### src/rtl/frame_pkg.sv
// Shared types and helpers for the frame length checker.
//   state_e   : frame tracking FSM states
//   LEN_W_DEF : default width of the per-frame beat counter
//   CNT_W_DEF : default width of the statistics counters
//   sat_inc() : increment that sticks at the all-ones value of a given width
package frame_pkg;

  typedef enum logic {
    IDLE     = 1'b0,
    IN_FRAME = 1'b1
  } state_e;

  localparam int LEN_W_DEF = 16;
  localparam int CNT_W_DEF = 32;

  // Works on a 64-bit container so one function serves every width; callers
  // zero-extend their value in and truncate the result back to their width.
  function automatic logic [63:0] sat_inc(input logic [63:0] value,
                                          input int unsigned width);
    logic [63:0] max_val;
    max_val = (width >= 64) ? {64{1'b1}} : ((64'd1 << width) - 64'd1);
    return (value == max_val) ? value : value + 64'd1;
  endfunction

endpackage

### src/rtl/frame_sat_counter.sv
// Saturating event counter.
//   clk    : clock
//   arst_n : asynchronous active-low reset, clears the count
//   inc    : add one this cycle (ignored once the count is all-ones)
//   count  : current count
module frame_sat_counter
  import frame_pkg::*;
#(
  parameter int W = CNT_W_DEF
) (
  input  logic         clk,
  input  logic         arst_n,
  input  logic         inc,
  output logic [W-1:0] count
);

  logic [W-1:0] count_q;
  logic [W-1:0] count_d;

  always_comb begin
    count_d = count_q;
    if (inc) begin
      count_d = W'(sat_inc(64'(count_q), unsigned'(W)));
    end
  end

  // NOTE: state registers use non-blocking assignments so every flop samples
  // the pre-edge value of every other flop, independent of block ordering.
  always_ff @(posedge clk or negedge arst_n) begin
    if (!arst_n) begin
      count_q <= '0;
    end else begin
      count_q <= count_d;
    end
  end

  assign count = count_q;

endmodule

### config.mk
export PLATFORM = sky130hd
export DESIGN_NAME = frame_sat_counter
export DESIGN_NICKNAME = d
export VERILOG_FILES = /design/src/rtl/frame_pkg.sv /design/src/rtl/frame_sat_counter.sv
export SDC_FILE = /design/constraint.sdc
export NUM_CORES = 1
export LEC_CHECK = 0
export CORE_ASPECT_RATIO = 0.75
export CORE_UTILIZATION = 35
export CTS_BUF_LIST = sky130_fd_sc_hd__clkbuf_4 sky130_fd_sc_hd__clkbuf_8
export DETAILED_ROUTE_END_ITERATION = 8
export SYNTH_ARGS = -nofsm -noshare
export SYNTH_HDL_FRONTEND = slang
export SYNTH_SLANG_ARGS = --single-unit
### constraint.sdc
create_clock -name clk -period 1.85 [get_ports clk]
set_input_delay 0.37 -clock clk [delete_from_list [all_inputs] [get_ports clk]]
set_output_delay 0.37 -clock clk [all_outputs]
set_load 0.1 [all_outputs]
Word-level counts from Yosys, hierarchy flattened
Cells that the tools add are included.

word-level totals
  word-level logic and storage cells = 5
  bits of input ports = 3
  register bits after elaboration = 32
  output and inout port bits = 32

operators by class
  equality and inequality tests = 1
  add/subtract/negate cells = 1
  reductions and logical operators = 1
  bitwise operators = 1

operators by type and width
  cell                                                              number
  32-bit by 1-bit adder with 32-bit output (second input constant)  1
  32-bit equality test (second input constant)                      1
  2-bit AND reduction                                               1
  1-bit inverter                                                    1

Longest topological paths before layout
Gate-level depths: netlist (run 1).

  word-level depth = 3
  mapped depth = 6
  mapped depth without buffers = 6

Least setup slack after synthesis (run 1)
OpenSTA, ideal clock, no wires.

  kind = register -> register
  start = reg count_q[0] (netlist: count[0])
  end = reg count_q[14] (netlist: count[14])
  arrival = 2.408 ns
  path slack = -0.717 ns
  cell stages (with the launch flop) = 7
  buffers on the path = 0
  required time = 1.691 ns
  library setup time = 0.159 ns
  cell sequence = dfrtp_1 -> ha_1 -> and3_2 -> nand4_1 -> a21oi_1 -> nand4_1 -> xnor2_1

on the way
  cells in the longest elaborated chain, start to end = 3
  elaborated cells between the ends (all ways) = 4
  those cells by class = 1 x add/sub; 1 x eq/ne; 1 x bitwise; 1 x reduce/logical

ends and longest elaborated chain
  element                                                                                           RTL line                 text
  from (decl)                                                                                       frame_sat_counter.sv:17  logic [W-1:0] count_q;
  from (signal assigned)                                                                            frame_sat_counter.sv:33  count_q <= count_d;
  parallel branches: the longest is 3 deep, another holds 32-bit by 1-bit adder with 32-bit output  --

Several ways; the timed one is not identified.
A chain may end at the register's enable or synchronous reset.

Final worst setup path (run 1)
  start = in inc
  end = reg count_q[17] (netlist: count[17])

on the way
  cells in the longest elaborated chain, start to end = 1

ends and longest elaborated chain
  element                        RTL line                 text
  from (decl)                    frame_sat_counter.sv:13  input logic inc,
  2-bit AND reduction (no line)  --

Every way passes these cells.

==> results of run 1 <==
==> layout make-up <==
cell class / instances / area, sq um
fill: 307 / 1400
sequential: 32 / 913
timing repair buffer: 61 / 867
multi-input combinational: 94 / 726
clock buffer: 6 / 82.6
tap: 55 / 68.8
clock inverter: 2 / 10.0
inverter: 2 / 7.51
==> logic make-up (layout without fill, tap and decap cells) <==
family,count (synthesis),count (layout),synth area share [%]
adder cells (fa/ha/maj),1,1,0.836
flip-flops,32,32,53.5
AND/OR/NAND/NOR,57,57,24.6
buffers and inverters,2,71,0.502
multiplexers,1,1,0.752
XOR/XNOR,29,29,17.0
AO/OA/AOI/OAI,6,6,2.84
==> metal layers <==
layer  vias up  GRT usage (%)  wire [microns]
li1        595              -               -
met1       610           25.0            1760
met2        29           28.7            1710
met3         5           4.50             142
met4         0           5.66              34
met5         -              0               0
==> power by group through the flow <==
| stage | registers [W] | logic, W | clock network, W |
|---|---|---|---|
| 6_report | 0.000980 | 0.00110 | 0.000550 |
| 5_1_grt | 0.00100 | 0.00114 | 0.000601 |
| 4_1_cts | 0.000981 | 0.00111 | 0.000560 |
| 3_5_place_dp | 0.000989 | 0.00111 | 0 |
| 3_3_place_gp | 0.000985 | 0.00109 | 0 |
| 2_1_floorplan | 0.00149 | 0.000149 | 0 |
==> cell usage after synthesis, types with 2 or more instances <==
master | number | area (sq um)
sky130_fd_sc_hd__nor2_1 | 6 | 22.5
sky130_fd_sc_hd__a21oi_1 | 3 | 15.0
sky130_fd_sc_hd__inv_1 | 2 | 7.51
sky130_fd_sc_hd__xnor2_1 | 25 | 219
sky130_fd_sc_hd__and3_2 | 2 | 15.0
sky130_fd_sc_hd__nand4_1 | 11 | 68.8
sky130_fd_sc_hd__xor2_1 | 4 | 35.0
sky130_fd_sc_hd__nand2_1 | 7 | 26.3
sky130_fd_sc_hd__nor3_1 | 2 | 10.0
sky130_fd_sc_hd__dfrtp_1 | 32 | 801
sky130_fd_sc_hd__nand3_1 | 17 | 85.1
sky130_fd_sc_hd__and4_1 | 2 | 17.5
sky130_fd_sc_hd__and3_1 | 3 | 18.8
==> layout by cell type (no fill, tap or decap) <==
master	instances
sky130_fd_sc_hd__clkinv_2	2
sky130_fd_sc_hd__nor3b_4	1
sky130_fd_sc_hd__nand4_4	1
sky130_fd_sc_hd__nor4_4	1
sky130_fd_sc_hd__nor2_1	6
sky130_fd_sc_hd__and3_2	1
sky130_fd_sc_hd__nand4_1	11
sky130_fd_sc_hd__and3_4	1
sky130_fd_sc_hd__nand2_1	6
sky130_fd_sc_hd__nor3_4	1
sky130_fd_sc_hd__xor2_1	4
sky130_fd_sc_hd__clkbuf_8	6
sky130_fd_sc_hd__dfrtp_4	29
sky130_fd_sc_hd__a21boi_2	1
sky130_fd_sc_hd__mux2_4	1
sky130_fd_sc_hd__nand3_1	16
sky130_fd_sc_hd__buf_6	1
sky130_fd_sc_hd__nand2_2	1
sky130_fd_sc_hd__buf_4	26
sky130_fd_sc_hd__a31oi_1	1
sky130_fd_sc_hd__xnor2_1	25
sky130_fd_sc_hd__inv_1	2
sky130_fd_sc_hd__dfrtp_2	3
sky130_fd_sc_hd__ha_4	1
sky130_fd_sc_hd__nand3_2	2
sky130_fd_sc_hd__and4_2	1
sky130_fd_sc_hd__and3_1	3
sky130_fd_sc_hd__a21oi_1	2
sky130_fd_sc_hd__a21oi_2	1
sky130_fd_sc_hd__nand4_2	1
sky130_fd_sc_hd__nor3_1	2
sky130_fd_sc_hd__and4_1	2
sky130_fd_sc_hd__clkdlybuf4s50_1	2
sky130_fd_sc_hd__o21ba_2	1
sky130_fd_sc_hd__buf_12	32
==> through the flow <==
| step | cells | power [W] | utilization, % | hold WS (ns) |
|---|---|---|---|---|
| 2_1_floorplan | 128 | 0.00164 | - | 0.0744 |
| 4_1_cts | 250 | 0.00265 | 65.0 | 0.502 |
| 3_3_place_gp | 242 | 0.00208 | 62.7 | 0.516 |
| 3_5_place_dp | 242 | 0.00209 | 62.7 | 0.527 |
| 6_report | 252 | 0.00263 | 65.6 | 0.486 |
| 5_1_grt | 252 | 0.00274 | 65.6 | 0.521 |
==> timing repair <==
action / CTS / global route
endpoints found under the setup margin: 0 / 5
resized for setup: 0 / 2
buffers inserted: 0 / 2
==> how the worst max path moves through the flow <==
stage / from / end / slack (ns) / cells after the start
6_report: inc / count[17] / 0.07 / 7
5_1_grt: count[21] / count[30] / -0.002 / 6
4_1_cts: count[0] / count[1] / 0.06 / 6
3_5_place_dp: inc / count[17] / -0.23 / 7
3_3_place_gp: inc / count[11] / -0.15 / 7
2_1_floorplan: count[12] / count[1] / -0.08 / 5
==> critical path: cells and delay by family <==
family	cells	cell delay, ns
AOI/OAI and AO/OA	1	0.20
xor gates and xnor gates	1	0.15
buffers and inverters	2	0.65
and+or+nand+nor	3	0.57
==> out/metrics.yaml, run 1 <==
run_status: "completed"
fmax_mhz: 562
cts-buffers-inserted: 5
max-cap-violations: 0
synth_seq_area_share_pct: 53.5
cp-end-kind: "flip-flop"
max_slew_margin_pct: 72.9
antennaDiodeCount: 0
number_of_synthesized_flops_with_an_enable_pin: 0
starting_utilization_of_the_core_area_pct: 36.7
clock_insertion_delay_at_the_later_pin_of_the_skew_report_ns: 0.28
clock_tree.root_cell: "sky130_fd_sc_hd__clkbuf_8"
critical_path.max_fanout: 7
critical_path.reg2reg.startpoint: "count[1]"
cts_tree: "built"
antenna_found_initial: 0
peakVddDrop_mv: 1.32
max-clock-path-buffers: 2
area_delta_synth_final_pct: 78.8
finalInstanceArea_sq_um: 2680
dpl_worst_slack_ns: -0.235
final_min_period_over_clock_period_pct: 96.2
io-pin-count: 35
largest_reg_flops: 32
place_hpwl_microns: 2810
worst_pin_slew_ns: 0.407
totalNegativeSetupSlack_ns: 0
postSynthCellCount: 128
clkTransAtPathRegs_ns: 0.07
vias_per_cell: 4.92
die_area_sq_um: 4540
crit_required_ns: 2.02
final-hold-violation-count: 0
worstSetupStartpointType: "input pin"
largest_stage_delay_on_the_critical_path_ns: 0.50
layout_setup_ws_ns: 0.0706
synth_area_sq_um: 1500
post_route_cells_drive_above_1_share_pct: 58.4
clock_skew_ns: 0.00738
grt_pass1_wl_microns: 6240
overflow: 0
h-tree-depth: 2
fp.coreArea_sq_um: 4080
timing.final.setup_violations: 0
gp_congestion: 0.777
p_comb_share_pct: 41.9
global_route.usage.total_pct: 18.2
synthArstFlopShare_pct: 100
port_buffers: 34
yosys_register_bits: 32
worst_r2r_path_depth: 6
die_x_microns: 77.5
vias_in_the_first_global_route: 1246
wirelength_microns: 3640
crit_path_top_delay_cell: "sky130_fd_sc_hd__clkdlybuf4s50_1"
grt_max_degree: 33
postPlaceCellArea_sq_um: 2560
worst_r2r_endpoint: "count[1]"
syn_area_per_cell_sq_um: 11.7
power_density_nw_per_um2: 983
postCtsHoldBufs: 0
design.final.nets: 200
sequential_share_of_power_pct: 37.2
wl_per_cell_microns: 14.4
net-switching-power_w: 0.00109
die-height_microns: 58.6
power.share.switching_pct: 41.5
cts_num_sinks: 32
detail-route-antenna-nets: 0
drt_first_pass_iters: 4
detail_route.drc_violations: 0
dr_total_vias: 1239
critical_path_class: "input pin to flip-flop"
worstPathArrival_ns: 1.95
synth_nets: 132
power.leakage_nw: 1.10
synth_flop_cell: "sky130_fd_sc_hd__dfrtp_1"
path_cells: "clkdlybuf4s50_1 > and4_1 > and4_1 > a21boi_2 > buf_6 > nand4_1 > xnor2_1"
cell_internal_pwr_w: 0.00154
drt-initial-drc-count: 97
ff2ff_setup_slack_ns: 0.10
drv_slew: 0
power.clock.fraction_pct: 20.9
synth_warnings: 0
yosysUniqueCellTypes: 25
period_minus_slack_ns: 1.78
worstHoldPathType: "input pin to asynchronous set/reset pin"
rows: 20
cpMostUsedCell: "sky130_fd_sc_hd__and4_1"
(Power assumes the default switching activity.)
==> run 2, diff against run 1 <==
- DONT_BUFFER_PORTS: default -> 1
- TNS_END_PERCENT: default -> 100
==> out/metrics.yaml, run 2 (synthesis results as in run 1) <==
gp_congestion: 0.765  # -1.6%
groute.layer.met2.usage_pct: 26.0  # -2.7 points
max_slew_margin_pct: 74.4  # +1.5 points
vias_in_the_first_global_route: 1224  # -1.8%
layout.core_utilization_pct: 53.0  # -13 points
worst_r2r_path_depth: 6  # unchanged
wirelength_microns: 3390  # -7.0%
cts-buffers-inserted: 5  # unchanged
grtUsageMet1_pct: 21.5  # -3.5 points
final_min_period_over_clock_period_pct: 98.2  # +2.1 points
detail_route.drc_violations: 0  # unchanged
crit_path_top_delay_cell: "sky130_fd_sc_hd__dfrtp_4"
max-cap-violations: 0  # unchanged
ff2ff_setup_slack_ns: 0.03  # -0.07 ns
drt-initial-drc-count: 37  # -62%
drv_slew: 0  # unchanged
p_total_w: 0.00238  # -9.6%
rsz_0062_raised_after_global_routing: "true"
clock_insertion_delay_at_the_later_pin_of_the_skew_report_ns: 0.28  # about the same
die_area_sq_um: 4540  # unchanged
final-hold-violation-count: 0  # unchanged
peakVddDrop_mv: 1.17  # -11%
timing.final.setup_violations: 0  # unchanged
die-height_microns: 58.6  # unchanged
power_density_nw_per_um2: 1100  # +12%
worstSetupStartpointType: "flip-flop"
critical_path.reg2reg.startpoint: "count[23]"
numPlacedInstances: 222  # -8.3%
antenna_found_initial: 0  # unchanged
layout.area.seq_sq_um: 913  # unchanged
port_buffers: 0  # -100%
period_minus_slack_ns: 1.82  # +0.0382 ns
critical_path.max_fanout: 4  # -3
cts_tree: "built"
antennaDiodeCount: 0  # unchanged
drt_first_pass_iters: 4  # unchanged
place_hpwl_microns: 2540  # -9.3%
max-clock-path-buffers: 2  # unchanged
cts_num_sinks: 32  # unchanged
global_route.usage.total_pct: 16.8  # -1.4 points
critical_path_class: "flip-flop to flip-flop"
final_common_cell: "sky130_fd_sc_hd__buf_4"
cp-end-kind: "flip-flop"
critPathCapture: "count[1]"
run_status: "completed"
clock_tree.root_cell: "sky130_fd_sc_hd__clkbuf_8"
area_delta_synth_final_pct: 44.5
grt_pass1_wl_microns: 5730  # -8.3%
worst_r2r_endpoint: "count[1]"
io-pin-count: 35  # unchanged
worstPathArrival_ns: 1.98  # +0.03 ns
worstHoldPathType: "input pin to flip-flop"
post_route_non_filler_standard_cell_count: 234  # -7.1%
crit_start: "count[23]"
overflow: 0  # unchanged
globalRoute.busiestLayer: "met2"
starting_utilization_of_the_core_area_pct: 36.7  # unchanged
wl_per_cell_microns: 14.5  # +0.20%
grt_max_degree: 33  # unchanged
detail-route-antenna-nets: 0  # unchanged
mostFrequentLayoutCells: "sky130_fd_sc_hd__buf_4, sky130_fd_sc_hd__dfrtp_4, sky130_fd_sc_hd__xnor2_1, sky130_fd_sc_hd__nand3_1, sky130_fd_sc_hd__nand4_1"
rows: 20  # unchanged
design.final.nets: 182  # -9.0%
met3_usage_pct: 5.43  # +0.93 points
dr_total_vias: 1145  # -7.6%
largest_stage_delay_on_the_critical_path_ns: 0.43  # -0.07 ns
footprint_of_the_multi_input_gates_sq_um: 738  # +1.7%
fp.coreArea_sq_um: 4080  # unchanged
fillers: 348  # +13%
worst_pin_slew_ns: 0.383  # -0.0233 ns
path_cells: "nand4_1 > nor4_4 > buf_4 > nand3_4 > nand2_4 > mux2_4"
largest_reg_flops: 32  # unchanged
h-tree-depth: 2  # unchanged
clock_skew_ns: 0.00481  # -0.00257 ns
fmax_mhz: 550  # -2.1%
vias_per_cell: 4.89  # -0.48%
hold_slack_ns: 0.223  # -0.263 ns
clkTransAtPathRegs_ns: 0.07  # about the same
power.leakage_nw: 0.914  # -17%
die_x_microns: 77.5  # unchanged
crit_required_ns: 2.02  # about the same
post_route_cells_drive_above_1_share_pct: 54.7  # -3.6 points
run 2: cell types whose count changed in the layout (fill, tap and decap cells not counted):
cell / before / now
sky130_fd_sc_hd__dlygate4sd3_1: 0 / 1
sky130_fd_sc_hd__nand3_4: 0 / 1
sky130_fd_sc_hd__nand3_2: 2 / 1
sky130_fd_sc_hd__buf_4: 26 / 40
sky130_fd_sc_hd__buf_12: 32 / 1
sky130_fd_sc_hd__clkdlybuf4s50_1: 2 / 0
sky130_fd_sc_hd__nand2_4: 0 / 1
sky130_fd_sc_hd__nand2_2: 1 / 0
run 2: metal layers:
metal  routed length [microns]  part of all wire [%]
met1                      1660                    49
met5                         0                     0
met3                       165                   4.9
met4                        55                   1.6
met2                      1510                    44
run 2: layout make-up:
type                       count  share of cell area [%]
multi-input combinational     94                    34.1
clock buffer                   6                    3.82
timing repair buffer          43                    15.8
tap                           55                    3.18
clock inverter                 2                   0.463
inverter                       2                   0.347
sequential                    32                    42.2
run 2: worst min path at each step:
stage | from | end | slack (ns) | depth (start not counted)
2_1_floorplan | arst_n | count[31] | 0.07 | 0
3_3_place_gp | arst_n | count[21] | 0.08 | 0
3_5_place_dp | arst_n | count[21] | 0.08 | 0
4_1_cts | inc | count[0] | 0.25 | 2
5_1_grt | inc | count[0] | 0.22 | 2
6_report | inc | count[0] | 0.22 | 2
run 2: critical path: cells and delay by family, from the launching register on:
| kind | cells | cell delay, ns |
|---|---|---|
| buf+inv | 1 | 0.20 |
| flops | 1 | 0.43 |
| mux | 1 | 0.29 |
| simple gates | 4 | 0.79 |
run 2: what timing repair did:
item / CTS / global route
gates resized for setup: 0 / 4
buffers inserted: 0 / 2
hold endpoints to repair: 32 / 0
setup endpoints to repair: 0 / 5
hold buffers: 2 / 0
run 2: metrics by stage:
stage | TNS (ns) | setup WS, ns | instance area [sq um]
after global placement | 0 | 0.0852 | 2000
after floorplan | -0.329 | -0.0771 | 1640
final | 0 | 0.0324 | 2160
after CTS | 0 | 0.0595 | 2130
after global routing | -0.113 | -0.0492 | 2160
after detailed placement | 0 | 0.0684 | 2000
run 2: report_power, final:
| part | leakage (nW) | total, W | switching, W | internal [W] |
|---|---|---|---|---|
| Combinational | 0.486 | 0.000942 | 0.000719 | 0.000223 |
| Sequential | 0.377 | 0.000893 | 0.0000710 | 0.000822 |
| Clock | 0.0510 | 0.000543 | 0.000247 | 0.000296 |
| Total | 0.914 | 0.00238 | 0.00104 | 0.00134 |
==> edit 1 (settings of run 2) <==
Make the reset (`arst_n`) synchronous in one clocked block. Comments in the files are not updated.
--- a/src/rtl/frame_sat_counter.sv
+++ b/src/rtl/frame_sat_counter.sv
@@ -26,7 +26,7 @@
 
   // NOTE: state registers use non-blocking assignments so every flop samples
   // the pre-edge value of every other flop, independent of block ordering.
-  always_ff @(posedge clk or negedge arst_n) begin
+  always_ff @(posedge clk) begin
     if (!arst_n) begin
       count_q <= '0;
     end else begin
Formal check against the unedited RTL: differs if arst_n is asserted again (counterexample within 4 cycles, from zero or initial values and one cycle with arst_n low); with arst_n held inactive, the same outputs for 10 cycles.
==> edit 1 against run 2 <==
Routed wire length rose by 30%. Sequential cell count did not move. Fmax fell by 7.1%. Synthesized area rose by 10%. Worst hold slack barely moved. Worst setup slack got worse by 0.14 ns. The flow now finishes with violations (negative setup slack). Cell area rose by 13%. Highest routed layer unchanged. Largest cell class is now multi-input gates.
Power is not compared: it rests on default switching activity, and its combinational part moved more than twofold at a synthesized area within 25%.
==> edit 1: results (changes against run 2) <==
[floorplanning]
core_area_um2 = 4490  ; was 4080 µm²

[logic_synthesis]
synth_mux_area_share_pct = 1.22  ; was 0.753%
syn_nets = 198  ; was 132
ys_types = 35  ; was 25
synth_area_leaders = dfxtp_1 39%, a21oi_1 6.4%, or3_1 6.1%  ; was dfrtp_1 54%, xnor2_1 15%, nand3_1 5.7%
synthXorXnorAreaFrac_pct = 2.66  ; was 17.0%
synth_compound_area_share_pct = 21.6  ; was 2.84%
seq_area_frac_synth_pct = 38.9  ; was 53.5%
async_flop_share_pct = 0  ; was 100%

[timing]
timing.hold.ws_ns = 0.223  ; about the same
final.setup.worst_slack_ns = -0.107  ; was 0.0324 ns
setup_violations = 29  ; was 0
finClkSkew_ns = 0.00445  ; was 0.00481 ns
tns_ns = -1.61  ; was 0 ns

[placed_design]
gp_congestion = 0.745  ; was 0.765
placed_area_um2 = 2230  ; was 2000 µm²
dpl.cell_count = 299  ; was 222

[worst_setup_path]
critPathCapture = count[1]  ; unchanged
reg2reg_depth = 7  ; was 6
worstPathArrival_ns = 2.13  ; was 1.98 ns
cp_slowest_cell = or4_4  ; was dfrtp_4
timing.rr.start = count[0]  ; was count[23]

[global_route]
grt_pass1_wl_um = 7130  ; was 5730 µm
grt_max_degree = 23  ; was 33
use_met3_pct = 8.15  ; was 5.43%
met1_usage_pct = 23.6  ; was 21.5%

[run_status]
status = finished, violations left  ; was complete, no violations
violations = negative setup slack

[hold_path]
min_from = arst_n  ; was inc
min_to = count[26]  ; was count[0]

[final_layout]
layout.nets = 257  ; was 182

[drt]
wl_met3_um = 238  ; was 165 µm
wirelength_met1_um = 2060  ; was 1660 µm
wl_per_cell_um = 14.1  ; was 14.5 µm
drtIter0Drc = 79  ; was 37

edit 1: cell types whose count changed in the layout (fill, tap and decap cells not counted), sizes merged, moves of 18 or more:
cell | before | now
a21oi | 3 | 21
xnor2 | 25 | 3
buf | 42 | 60
dfxtp | 0 | 32
dfrtp | 32 | 0
edit 1: what timing repair did:
action / 4_1_cts / 5_1_grt
endpoints found under the setup margin: 28 / 29
setup buffers: 3 / 1
pin swaps: 11 / 5
resized for setup: 18 / 5
edit 1: final cells by class:
type | count | area [µm²]
Clock buffer | 8 | 97.6
Fill cell | 422 | 2040
Inverter | 7 | 26.3
Multi-Input combinational cell | 147 | 1040
Sequential cell | 32 | 743
Tap cell | 57 | 71.3
Timing Repair Buffer | 60 | 470
edit 1: power by group:
part / internal [mW] / switching, mW / total, mW / leakage (nW)
combinational: 0.0293 / 0.0673 / 0.0966 / 0.523
clock: 0.333 / 0.257 / 0.589 / 0.0523
sequential: 0.660 / 0.00499 / 0.665 / 0.282
total: 1.02 / 0.329 / 1.35 / 0.857
==> edit 2 (settings of run 2) <==
Made on the original files. The package constant `CNT_W_DEF` goes from 32 to 16.
--- a/src/rtl/frame_pkg.sv
+++ b/src/rtl/frame_pkg.sv
@@ -11,7 +11,7 @@
   } state_e;
 
   localparam int LEN_W_DEF = 16;
-  localparam int CNT_W_DEF = 32;
+  localparam int CNT_W_DEF = 16;
 
   // Works on a 64-bit container so one function serves every width; callers
   // zero-extend their value in and truncate the result back to their width.
Ports: changed (resized count); port bits go from 35 to 19. The function was not compared with the original's and may differ.
==> edit 2 against run 2 <==
The run now ends with design-rule violations left. Cell area shrank 53%. Sequential cell count shrank 16. Combinational power shrank 13%. Synthesized area shrank 46%. Power shrank 36%. Clock skew shrank 0.0037 ns. Worst setup slack gained 0.19 ns. Routed wire length shrank 55%.
==> edit 2: results (changes against run 2) <==
[logic_synthesis]
synth_mux_area_share_pct = 1.41  ; was 0.753%
synth_compound_area_share_pct = 6.72  ; was 2.84%
synth-main-ff-cell = dfrtp_1  ; unchanged
syn_nets = 73  ; was 132
synthAdderAreaFrac_pct = 1.56  ; was 0.836%
seq_area_frac_synth_pct = 50.0  ; was 53.5%
synth_area_leaders = dfrtp_1 50%, xor2_1 9.8%, nand4_4 5.3%  ; was dfrtp_1 54%, xnor2_1 15%, nand3_1 5.7%
synth_common_cells = 16 x dfrtp_1, 9 x xor2_1, 5 x nor2_1, 5 x nor3_1  ; was 32 x dfrtp_1, 25 x xnor2_1, 17 x nand3_1
synthXorXnorAreaFrac_pct = 13.1  ; was 17.0%

[timing]
finClkSkew_ns = 0.00111  ; was 0.00481 ns
worst_slew_pin_slew_ns = 0.687  ; was 0.383 ns
drv_slew = 0  ; unchanged
min_period_ns = 1.63  ; was 1.82 ns

[power]
max-vdd-ir-drop_uv = 1260  ; was 1170 µV
p_leak_nw = 0.489  ; was 0.914 nW

[drt]
via_per_inst = 5.31  ; was 4.89
wl_per_cell_um = 13.6  ; was 14.5 µm
drtIter0Drc = 11  ; was 37
post-route-drc-count = 2  ; was 0
dr.pass1.iters = 6  ; was 4

[clocking]
cts_buffers = 3  ; was 5
cts_root_buf = clkbuf_4  ; was clkbuf_8
worstSkewPairLatency_ns = 0.28  ; about the same
h-tree-depth = 1  ; was 2
cts_resized = 0  ; unchanged

[worst_setup_path]
reg2reg_depth = 4  ; was 6
crit_family = flip-flops  ; was simple AND/OR/NAND/NOR gates
worstPathArrival_ns = 1.80  ; was 1.98 ns
rrSetupSlack_ns = 0.22  ; was 0.03 ns
timing.rr.start = count[0]  ; was count[23]
critPathCapture = count[1]  ; unchanged
critPathMaxStageDelay_ns = 0.42

[global_route]
grt_max_degree = 17  ; was 33
grt_pass1_wl_um = 2760  ; was 5730 µm
grt_pass1_vias = 563  ; was 1224
grt_util_all_layers_pct = 15.1  ; was 16.8%

[run_status]
violations = design-rule violations
status = finished, violations left  ; was complete, no violations

[placed_design]
place.detailed.hpwl_um = 1180  ; was 2540 µm
gp_congestion = 0.749  ; was 0.765
pre_cts_ws_ns = 0.229  ; was 0.0684 ns

[final_layout]
layout.nets = 95  ; was 182
largest_register_ffs = 16  ; was 32
drive_above_1_share_pct = 47.2  ; was 54.7%
fillers = 191  ; was 348

[edit 2: changes by cell type after synthesis, moves of 3 or more]
cell / delta
nor3_1: +3
nand4_1: -9
nand3_1: -13
xor2_1: +5
dfrtp_1: -16
nand2_1: -3
xnor2_1: -22
[edit 2: layout make-up]
class	instances	share of cell area [%]
clock buffer	3	2.20
inverter	1	0.366
multi-input combinational	52	40.4
sequential	16	41.5
tap	24	2.93
timing repair buffer	17	12.7
[edit 2: through the flow]
stage	hold slack, ns	area (µm²)	utilization (%)	std cells
detailed placement	0.0750	993	47.7	109
floorplan	0.0744	843	-	69
global route	0.214	1030	49.2	113
CTS	0.217	1030	49.2	113
finish	0.225	1030	49.2	113
global placement	0.0750	993	47.7	109
[edit 2: timing repair]
action | in CTS | in global routing
hold buffers | 1 | 0
endpoints found under the hold margin | 16 | 0
buffers inserted | 0 | 0
[edit 2: power breakdown]
part	total [mW]	switching [mW]	internal, mW
Sequential	0.530	0.0833	0.446
Combinational	0.824	0.658	0.165
Clock	0.177	0.101	0.0756
[edit 2: worst min path at each step]
| stage | from | endpoint | slack, ns | cells past startpoint |
|---|---|---|---|---|
| floorplan | arst_n | count[10] | 0.07 | 0 |
| global placement | arst_n | count[7] | 0.07 | 0 |
| detailed placement | arst_n | count[7] | 0.07 | 0 |
| CTS | inc | count[0] | 0.22 | 2 |
| global route | inc | count[0] | 0.21 | 2 |
| finish | inc | count[0] | 0.23 | 2 |
[edit 2: routing by layer]
layer	up-vias	track usage, %	wire length, µm
met3	2	7.46	97
li1	300	-	-
met5	-	0	0
met2	15	21.9	649
met1	283	20.2	779
met4	0	4.39	11
[edit 2: kinds of logic after synthesis]
family,Yosys count
simple gates,31
buf+inv,1
xor+xnor,12
mux,1
fa+ha+maj,1
flops,16
compound gates,7
